### src/rtl/regfile_driver_pkg.sv
// rtl/regfile_driver_pkg.sv - opcodes, FSM states and width defaults for regfile_driver
package regfile_driver_pkg;

  localparam int DATA_W_DEF = 8;
  localparam int ADDR_W_DEF = 3;

  typedef enum logic [1:0] {
    OP_ADD = 2'b00,
    OP_SUB = 2'b01,
    OP_AND = 2'b10,
    OP_LI  = 2'b11
  } op_e;

  typedef enum logic [1:0] {
    ST_IDLE,
    ST_READ,
    ST_EXEC,
    ST_WRITE
  } state_e;

endpackage

### src/rtl/regfile_driver_alu.sv
// rtl/regfile_driver_alu.sv - combinational ADD/SUB/AND datapath, results wrap modulo 2^DATA_W
module regfile_driver_alu
  import regfile_driver_pkg::*;
#(
  parameter int DATA_W = DATA_W_DEF
) (
  input  op_e               op,
  input  logic [DATA_W-1:0] a,
  input  logic [DATA_W-1:0] b,
  output logic [DATA_W-1:0] y
);

  always_comb begin
    y = '0;
    case (op)
      OP_ADD:  y = a + b;
      OP_SUB:  y = a - b;
      OP_AND:  y = a & b;
      default: y = '0;
    endcase
  end

endmodule

### src/rtl/regfile_driver.sv
// rtl/regfile_driver.sv - IDLE/READ/EXEC/WRITE sequencer driving an external registered-read regfile
// Optional macro RFDRV_R0_ZERO_EN makes register 0 read as zero and ignore writes.
module regfile_driver
  import regfile_driver_pkg::*;
#(
  parameter int DATA_W = DATA_W_DEF,
  parameter int ADDR_W = ADDR_W_DEF
) (
  input  logic              clk,
  input  logic              rst,
  input  logic              instr_valid,
  output logic              instr_ready,
  input  logic [1:0]        instr_op,
  input  logic [ADDR_W-1:0] instr_rd,
  input  logic [ADDR_W-1:0] instr_rs1,
  input  logic [ADDR_W-1:0] instr_rs2,
  input  logic [DATA_W-1:0] instr_imm,
  output logic [ADDR_W-1:0] read_port_1,
  output logic [ADDR_W-1:0] read_port_2,
  output logic [ADDR_W-1:0] write_port_1,
  output logic [DATA_W-1:0] write_data,
  output logic              write_enable,
  input  logic [DATA_W-1:0] read_data_1,
  input  logic [DATA_W-1:0] read_data_2,
  output logic              done,
  output logic [DATA_W-1:0] result
);

  state_e            state, state_nxt;
  op_e               op_q, op_nxt;
  logic [ADDR_W-1:0] rd_q, rd_nxt;
  logic [ADDR_W-1:0] rp1_nxt, rp2_nxt, wp_nxt;
  logic [DATA_W-1:0] wd_nxt, result_nxt, opa, opb, alu_y;
  logic              ready_nxt, we_nxt, done_nxt;
  logic              li_rd_zero, alu_rd_zero;

`ifdef RFDRV_R0_ZERO_EN
  // read_port_1/2 still hold rs1/rs2 during EXEC, so they identify the operands
  assign opa         = (read_port_1 == '0) ? '0 : read_data_1;
  assign opb         = (read_port_2 == '0) ? '0 : read_data_2;
  assign li_rd_zero  = (instr_rd == '0);
  assign alu_rd_zero = (rd_q == '0);
`else
  assign opa         = read_data_1;
  assign opb         = read_data_2;
  assign li_rd_zero  = 1'b0;
  assign alu_rd_zero = 1'b0;
`endif

  regfile_driver_alu #(.DATA_W(DATA_W)) u_alu (
    .op (op_q),
    .a  (opa),
    .b  (opb),
    .y  (alu_y)
  );

  always_comb begin
    state_nxt  = state;
    op_nxt     = op_q;
    rd_nxt     = rd_q;
    rp1_nxt    = read_port_1;
    rp2_nxt    = read_port_2;
    wp_nxt     = write_port_1;
    wd_nxt     = write_data;
    result_nxt = result;
    ready_nxt  = 1'b0;
    we_nxt     = 1'b0;
    done_nxt   = 1'b0;
    unique case (state)
      ST_IDLE: begin
        ready_nxt = 1'b1;
        if (instr_valid && instr_ready) begin
          ready_nxt = 1'b0;
          op_nxt    = op_e'(instr_op);
          rd_nxt    = instr_rd;
          if (op_e'(instr_op) == OP_LI) begin
            state_nxt = ST_WRITE;
            we_nxt    = !li_rd_zero;
            wp_nxt    = instr_rd;
            wd_nxt    = li_rd_zero ? '0 : instr_imm;
          end else begin
            state_nxt = ST_READ;
            rp1_nxt   = instr_rs1;
            rp2_nxt   = instr_rs2;
          end
        end
      end
      ST_READ: state_nxt = ST_EXEC;
      ST_EXEC: begin
        state_nxt = ST_WRITE;
        we_nxt    = !alu_rd_zero;
        wp_nxt    = rd_q;
        wd_nxt    = alu_rd_zero ? '0 : alu_y;
      end
      ST_WRITE: begin
        state_nxt  = ST_IDLE;
        ready_nxt  = 1'b1;
        done_nxt   = 1'b1;
        result_nxt = write_data;
      end
    endcase
  end

  always_ff @(posedge clk) begin
    if (rst) begin
      state        <= ST_IDLE;
      op_q         <= OP_ADD;
      rd_q         <= '0;
      instr_ready  <= 1'b1;
      read_port_1  <= '0;
      read_port_2  <= '0;
      write_port_1 <= '0;
      write_data   <= '0;
      write_enable <= 1'b0;
      done         <= 1'b0;
      result       <= '0;
    end else begin
      state        <= state_nxt;
      op_q         <= op_nxt;
      rd_q         <= rd_nxt;
      instr_ready  <= ready_nxt;
      read_port_1  <= rp1_nxt;
      read_port_2  <= rp2_nxt;
      write_port_1 <= wp_nxt;
      write_data   <= wd_nxt;
      write_enable <= we_nxt;
      done         <= done_nxt;
      result       <= result_nxt;
    end
  end

endmodule
### config.mk
export PLATFORM = sky130hd
export DESIGN_NAME = regfile_driver
export DESIGN_NICKNAME = d
export VERILOG_FILES = /design/src/rtl/regfile_driver_pkg.sv /design/src/rtl/regfile_driver_alu.sv /design/src/rtl/regfile_driver.sv
export SDC_FILE = /design/constraint.sdc
export NUM_CORES = 1
export LEC_CHECK = 0
export ABC_AREA = 1
export CAP_MARGIN = 25
export CORE_ASPECT_RATIO = 0.7
export CORE_MARGIN = 5
export CORE_UTILIZATION = 49
export DETAILED_ROUTE_END_ITERATION = 12
export GPL_ROUTABILITY_DRIVEN = 0
export PLACE_DENSITY = 0.9
export SETUP_SLACK_MARGIN = 0.1
export SYNTH_ARGS = -nofsm -noshare
export SYNTH_HDL_FRONTEND = slang
export SYNTH_SLANG_ARGS = --single-unit
### constraint.sdc
create_clock -name clk -period 6.9 [get_ports clk]
set_input_delay 1.38 -clock clk [delete_from_list [all_inputs] [get_ports clk]]
set_output_delay 1.38 -clock clk [all_outputs]
set_load 0.02 [all_outputs]
==> metrics.txt, run 1 <==
Longest Clk Path Bufs 2; synthesized cell area 2020 um2; Int Pwr between 0.4 and 0.5 mW; vias in the first global route between 1500 and 2000; Synth warnings 0; CTS Buf Count 5; WS Path Type input pin to flop; Top Ports 66; actual slew at the worst max-slew pin between 0.6 and 0.7 ns; period utilization 55.3%; RSZ-0062 raised after global routing no; worst r2r path cells 17; commonest non-fill, non-tap cell in the layout clkdlybuf4s50_1; largest net degree at the start of global routing 26; clock power share approximately 18%; Post-CTS Setup Inserts 0; Net Switching about 0.35 mW; Synth top area share between 30% and 40%; Initial Utilization about half; hold crit path type flop to flop; share of layout cells above drive strength 1 roughly 5.6%; root buf cell clkbuf_8; Pwr Density roughly 300 nW/um2; 1st-pass router iterations 5; Clock Latency Late Sink about 0.29 ns; Synth cell types 31; antenna-violating nets left 0; Worst EP required 7.11 ns; final WL approximately 5500 um; total track usage roughly a fifth; routed len/inst around 14 um; register bit count reported by yosys 35; commonest non-fill, non-tap cells in the layout 65 x clkdlybuf4s50_1, 55 x nand2_1, 40 x nor2_1; Hold Path Stages 2; Critical Path Start Type input pin; initial antenna violation count 0; status completed; die footprint between 5000 and 6000 um2; Nets 405; Overflow after GRT 0; leading area contributor after synthesis dfxtp_1; post-cts resize count 0; CTS tree done; vias per inst 5.31; height of the die 63.7 um; max-cap viol count 0; Setup TNS 0 ns; H-tree depth 2; Slew Limit Fails 0; WP data arrival 4.03 ns; Seq pwr share 34.0%; final count of negative-setup-slack endpoints 0; DR iter-0 viols ~140; clk_skew just under 0.005 ns; Std-Cell Rows 19; routed via count 2160; diodes inserted 0; VDD IR-drop max 0.000232 V; crit-path max FO 4; hold_ws roughly 0.49 ns; core area 3950 um2; first-pass GRT wire length 8980 um; PortBufs 65; post-synthesis sequential area ratio 34.8%; Max-slew headroom between 50% and 60%; Fmax achieved 262 MHz; Area growth, synth to finish 37.7%; CTS Hold Buffers Added 0; Worst-path clk slew around 0.07 ns; DP Wirelength around 4400 um; top post-synthesis cells by area dfxtp_1 35%, nand2_1 10%, ha_1 7.4%; Net Sw Frac 42.1%; mean post-synth cell area between 6 and 7 um2; min Tclk post-route between 3 and 4 ns; Leak between 1 and 1.5 nW; Hold Vio Cnt, Final 0; Die Wd 86.7 um; Syn Nets 341; combinational fraction of design power about half; clock sink count 35; Synth Instances slightly below 300; DRC violations left 0; CP Capture Type flop
## Yosys cell counts, drive strengths merged
cell / count
ha: 12
buf: 4
nand4: 1
clkinv: 2
a31oi: 10
o31ai: 1
nand3b: 1
clkbuf: 4
o221ai: 1
nor2: 43
o21ai: 32
xor2: 6
o211ai: 2
nand2: 55
dfxtp: 35
nor3: 3
o21bai: 1
a211oi: 1
a21oi: 26
fa: 1
nand3: 10
inv: 39
## layout make-up
type                    count  area, um2
fillers                   345       1170
flip-flops and latches     35        701
clock inverters             3       15.0
clock buffers               5       68.8
inverters                  41        159
well taps                  52       65.1
multi-input cells         206       1120
repair buffers             65        651
## through the flow
step                cells  power, mW  worst slack, ns  util [%]  area, um2
floorplan             290      0.535             3.60         -       2020
global placement      399      0.662             2.99      68.2       2690
detailed placement    399      0.678             2.83      68.2       2690
CTS                   407      0.822             3.14      70.3       2780
global route          407      0.882             2.83      70.3       2780
finish                407      0.821             3.08      70.3       2780
## per-layer routing
metal	vias to the layer above	global-route usage [%]	share of wire (%)
met5	-	0	0
met4	0	4.09	1.0
met3	7	6.51	10
met2	110	31.6	44
met1	974	27.3	44
li1	1069	-	-
## worst paths after layout
kind	start	end	slack [ns]
min	write_data[5]	write_data[5]	0.49
max	read_data_2[0]	write_data[7]	3.08
max reg2reg	op_q[1]	write_data[7]	4.48
min reg2reg	write_data[5]	write_data[5]	0.49
## power groups by stage
stage / registers (mW) / logic, mW / clock network, mW
6_report: 0.279 / 0.398 / 0.143
5_1_grt: 0.284 / 0.441 / 0.157
4_1_cts: 0.279 / 0.398 / 0.146
3_5_place_dp: 0.283 / 0.395 / 0
3_3_place_gp: 0.280 / 0.382 / 0
2_1_floorplan: 0.315 / 0.220 / 0
## flip-flops by register name, indices dropped and copies added (netlist names)
name          count
done              1
instr_ready       1
op_q              2
rd_q              3
read_port_1       3
read_port_2       3
result            8
state             2
write_data        8
write_enable      1
write_port_1      3
## logic make-up (layout without fill, tap and decap cells)
group           after synthesis  count (layout)  synth area share, %
simple gates                113             113                 23.0
flops                        35              35                 34.8
compound gates               74              74                 21.3
fa+ha+maj                    13              13                 8.44
xor+xnor                      6               6                 2.61
buf+inv                      49             114                 9.87
## critical path, cell delays in order
cell and delay, ns:
clkdlybuf4s50_1 0.47, inv_1 0.11, ha_1 0.15, inv_1 0.05, nor3_1 0.13, inv_1 0.08
o31ai_1 0.26, xor2_1 0.17, inv_1 0.06, ha_1 0.32, nand2_1 0.12, inv_1 0.04
nand2_1 0.06, nand2_1 0.06, a21oi_1 0.17, inv_1 0.07, nand2_1 0.07, nand3_1 0.06
nand2_1 0.06, nand2_1 0.05, a21oi_1 0.10
Power figures use the tool's default switching activity.
==> inputs of run 2 (changes only) <==
Settings changed: CORE_UTILIZATION 49 to 46, PLACE_DENSITY 0.9 to 0.85.
Clock period 6.9 ns to 3.9 ns, I/O delays scaled along.
==> run 2 against run 1 <==
Effect of this change: worst setup slack lost 2.3 ns; critical endpoint unchanged; clock-buffer cell count up 2; via count decreased by 4.9%; register-to-register slack worse by 3.0 ns; largest cell class unchanged; critical path type unchanged.
==> metrics.txt, run 2 (synthesis results as in run 1) <==
Fmax achieved 320 MHz; die footprint 5830 um2 (was 5520 um2); CTS Hold Buffers Added 0 (unchanged); status completed (unchanged); CP Capture Type flop (unchanged); Slew Limit Fails 0 (unchanged); Std-Cell Rows 20 (was 19); actual slew at the worst max-slew pin 0.629 ns (was 0.698 ns); Max-slew headroom 58.0% (was 53.5%); Fill cells 372 (was 345); commonest non-fill, non-tap cell in the layout clkdlybuf4s50_1 (unchanged); first-pass GRT wire length 8780 um (was 8980 um); Critical Path Start Type input pin (unchanged); final count of negative-setup-slack endpoints 0 (unchanged); initial antenna violation count 0 (unchanged); multi-input logic area 1120 um2 (unchanged); share of layout cells above drive strength 1 5.90% (was 5.63%); clk_skew 0.00356 ns (was 0.00483 ns); WP data arrival 3.33 ns (was 4.03 ns); Initial Utilization 47.1% (was 51.1%); DR iter-0 viols 147 (was 144); 1st-pass router iterations 4 (was 5); Nets 406 (was 405); met2 routed wirelength 2260 um (was 2430 um); crit-path max FO 4 (unchanged); overall power 1.48 mW (was 0.821 mW); height of the die 65.4 um (was 63.7 um); DP Wirelength 4130 um (was 4360 um); routed via count 2055 (was 2160); Place WS 0.506 ns (was 2.83 ns); WS Path Type input pin to flop (unchanged); antenna-violating nets left 0 (unchanged); Clock Latency Late Sink 0.28 ns (was 0.29 ns); Largest regs result (8), write_data (8) (unchanged); routed len/inst 12.7 um (was 13.5 um); PortBufs 65 (unchanged); Pwr Density 527 nW/um2 (was 296 nW/um2); Hold Vio Cnt, Final 0 (unchanged); min Tclk post-route 3.12 ns; max-cap viol count 0 (unchanged); CTS Buf Count 5 (unchanged); Setup TNS 0 ns (unchanged); commonest non-fill, non-tap cells in the layout 65 x clkdlybuf4s50_1, 55 x nand2_1, 40 x nor2_1 (unchanged); core area 4280 um2 (was 3950 um2); Area growth, synth to finish 39.2% (was 37.7%); final setup margin 0.777 ns (was 3.08 ns); root buf cell clkbuf_8 (unchanged); period utilization about four fifths; uppermost layer routed met3 (was met4); Worst-path clk slew 0.07 ns (about the same); post-cts resize count 0 (unchanged); clock sink count 35 (unchanged); largest net degree at the start of global routing 26 (unchanged); hold crit path type flop to flop (unchanged); H-tree depth 2 (unchanged); VDD IR-drop max 0.000336 V (was 0.000232 V); Die Wd 89.1 um (was 86.7 um); Top Ports 66 (unchanged); total track usage 18.8% (was 20.2%); diodes inserted 0 (unchanged); Reg area 701 um2 (unchanged); routed length on met3 497 um (was 578 um); hold_ws 0.481 ns (was 0.491 ns); Met1 Wirelength 2450 um (was 2440 um); vias per inst 5.00 (was 5.31); DRC violations left 0 (unchanged); Post-CTS Setup Inserts 0 (unchanged); CTS tree done (unchanged); RSZ-0062 raised after global routing no (unchanged); Worst EP required 4.10 ns (was 7.11 ns); Longest Clk Path Bufs 2 (unchanged); vias in the first global route 1939 (was 1963); final WL 5200 um (was 5510 um); Leak 1.28 nW (was 1.27 nW); Overflow after GRT 0 (unchanged)
## run 2: cell count changes in the layout (fill, tap and decap cells not counted), sizes merged
cell / before / now
clkinv: 5 / 2
buf: 0 / 1
clkbuf: 5 / 7
clkinvlp: 0 / 1
## run 2: critical path, stage by stage
cell             delay, ns
clkdlybuf4s50_1       0.46
inv_1                 0.11
ha_1                  0.14
inv_1                 0.05
nor3_1                0.13
inv_1                 0.08
o31ai_1               0.24
xor2_1                0.17
inv_1                 0.06
ha_1                  0.31
nand2_1               0.10
inv_1                 0.04
nand2_1               0.05
nand2_1               0.04
a21oi_1               0.15
inv_1                 0.06
nand2_1               0.06
nand3_1               0.06
nand2_1               0.06
nand2_1               0.05
a21oi_1               0.11
## run 2: path summary, 6_finish.rpt
kind / slack [ns] / from / cells after the start / end
min: 0.48 / rd_q[2] / 2 / write_port_1[2]
max: 0.78 / read_data_2[0] / 21 / write_data[7]
min reg2reg: 0.48 / rd_q[2] / 2 / write_port_1[2]
max reg2reg: 1.45 / op_q[1] / 14 / write_data[5]
## run 2: final cells by class
cell class                      count  area share (%)
Tap cell                           55            2.45
Inverter                           41            5.66
Multi-Input combinational cell    206            39.8
Timing Repair Buffer               66            23.5
Clock buffer                        7            3.43
Sequential cell                    35            25.0
Clock inverter                      1           0.267
## run 2: metal layers
metal | up-vias | global-route usage (%)
li1 | 1079 | -
met1 | 902 | 26.1
met2 | 74 | 29.0
met3 | 0 | 6.27
met4 | 0 | 2.42
met5 | - | 0
## run 2: metrics by stage
step	cell area (um2)	cells	utilization [%]
after global placement	2700	403	63.2
final	2810	411	65.6
after CTS	2810	411	65.6
after detailed placement	2700	403	63.2
after floorplan	2020	290	-
after global routing	2810	411	65.6
## run 2: report_power, final
| part | switching [mW] | internal (mW) |
|---|---|---|
| clock network | 0.129 | 0.161 |
| logic | 0.417 | 0.282 |
| registers | 0.0513 | 0.439 |
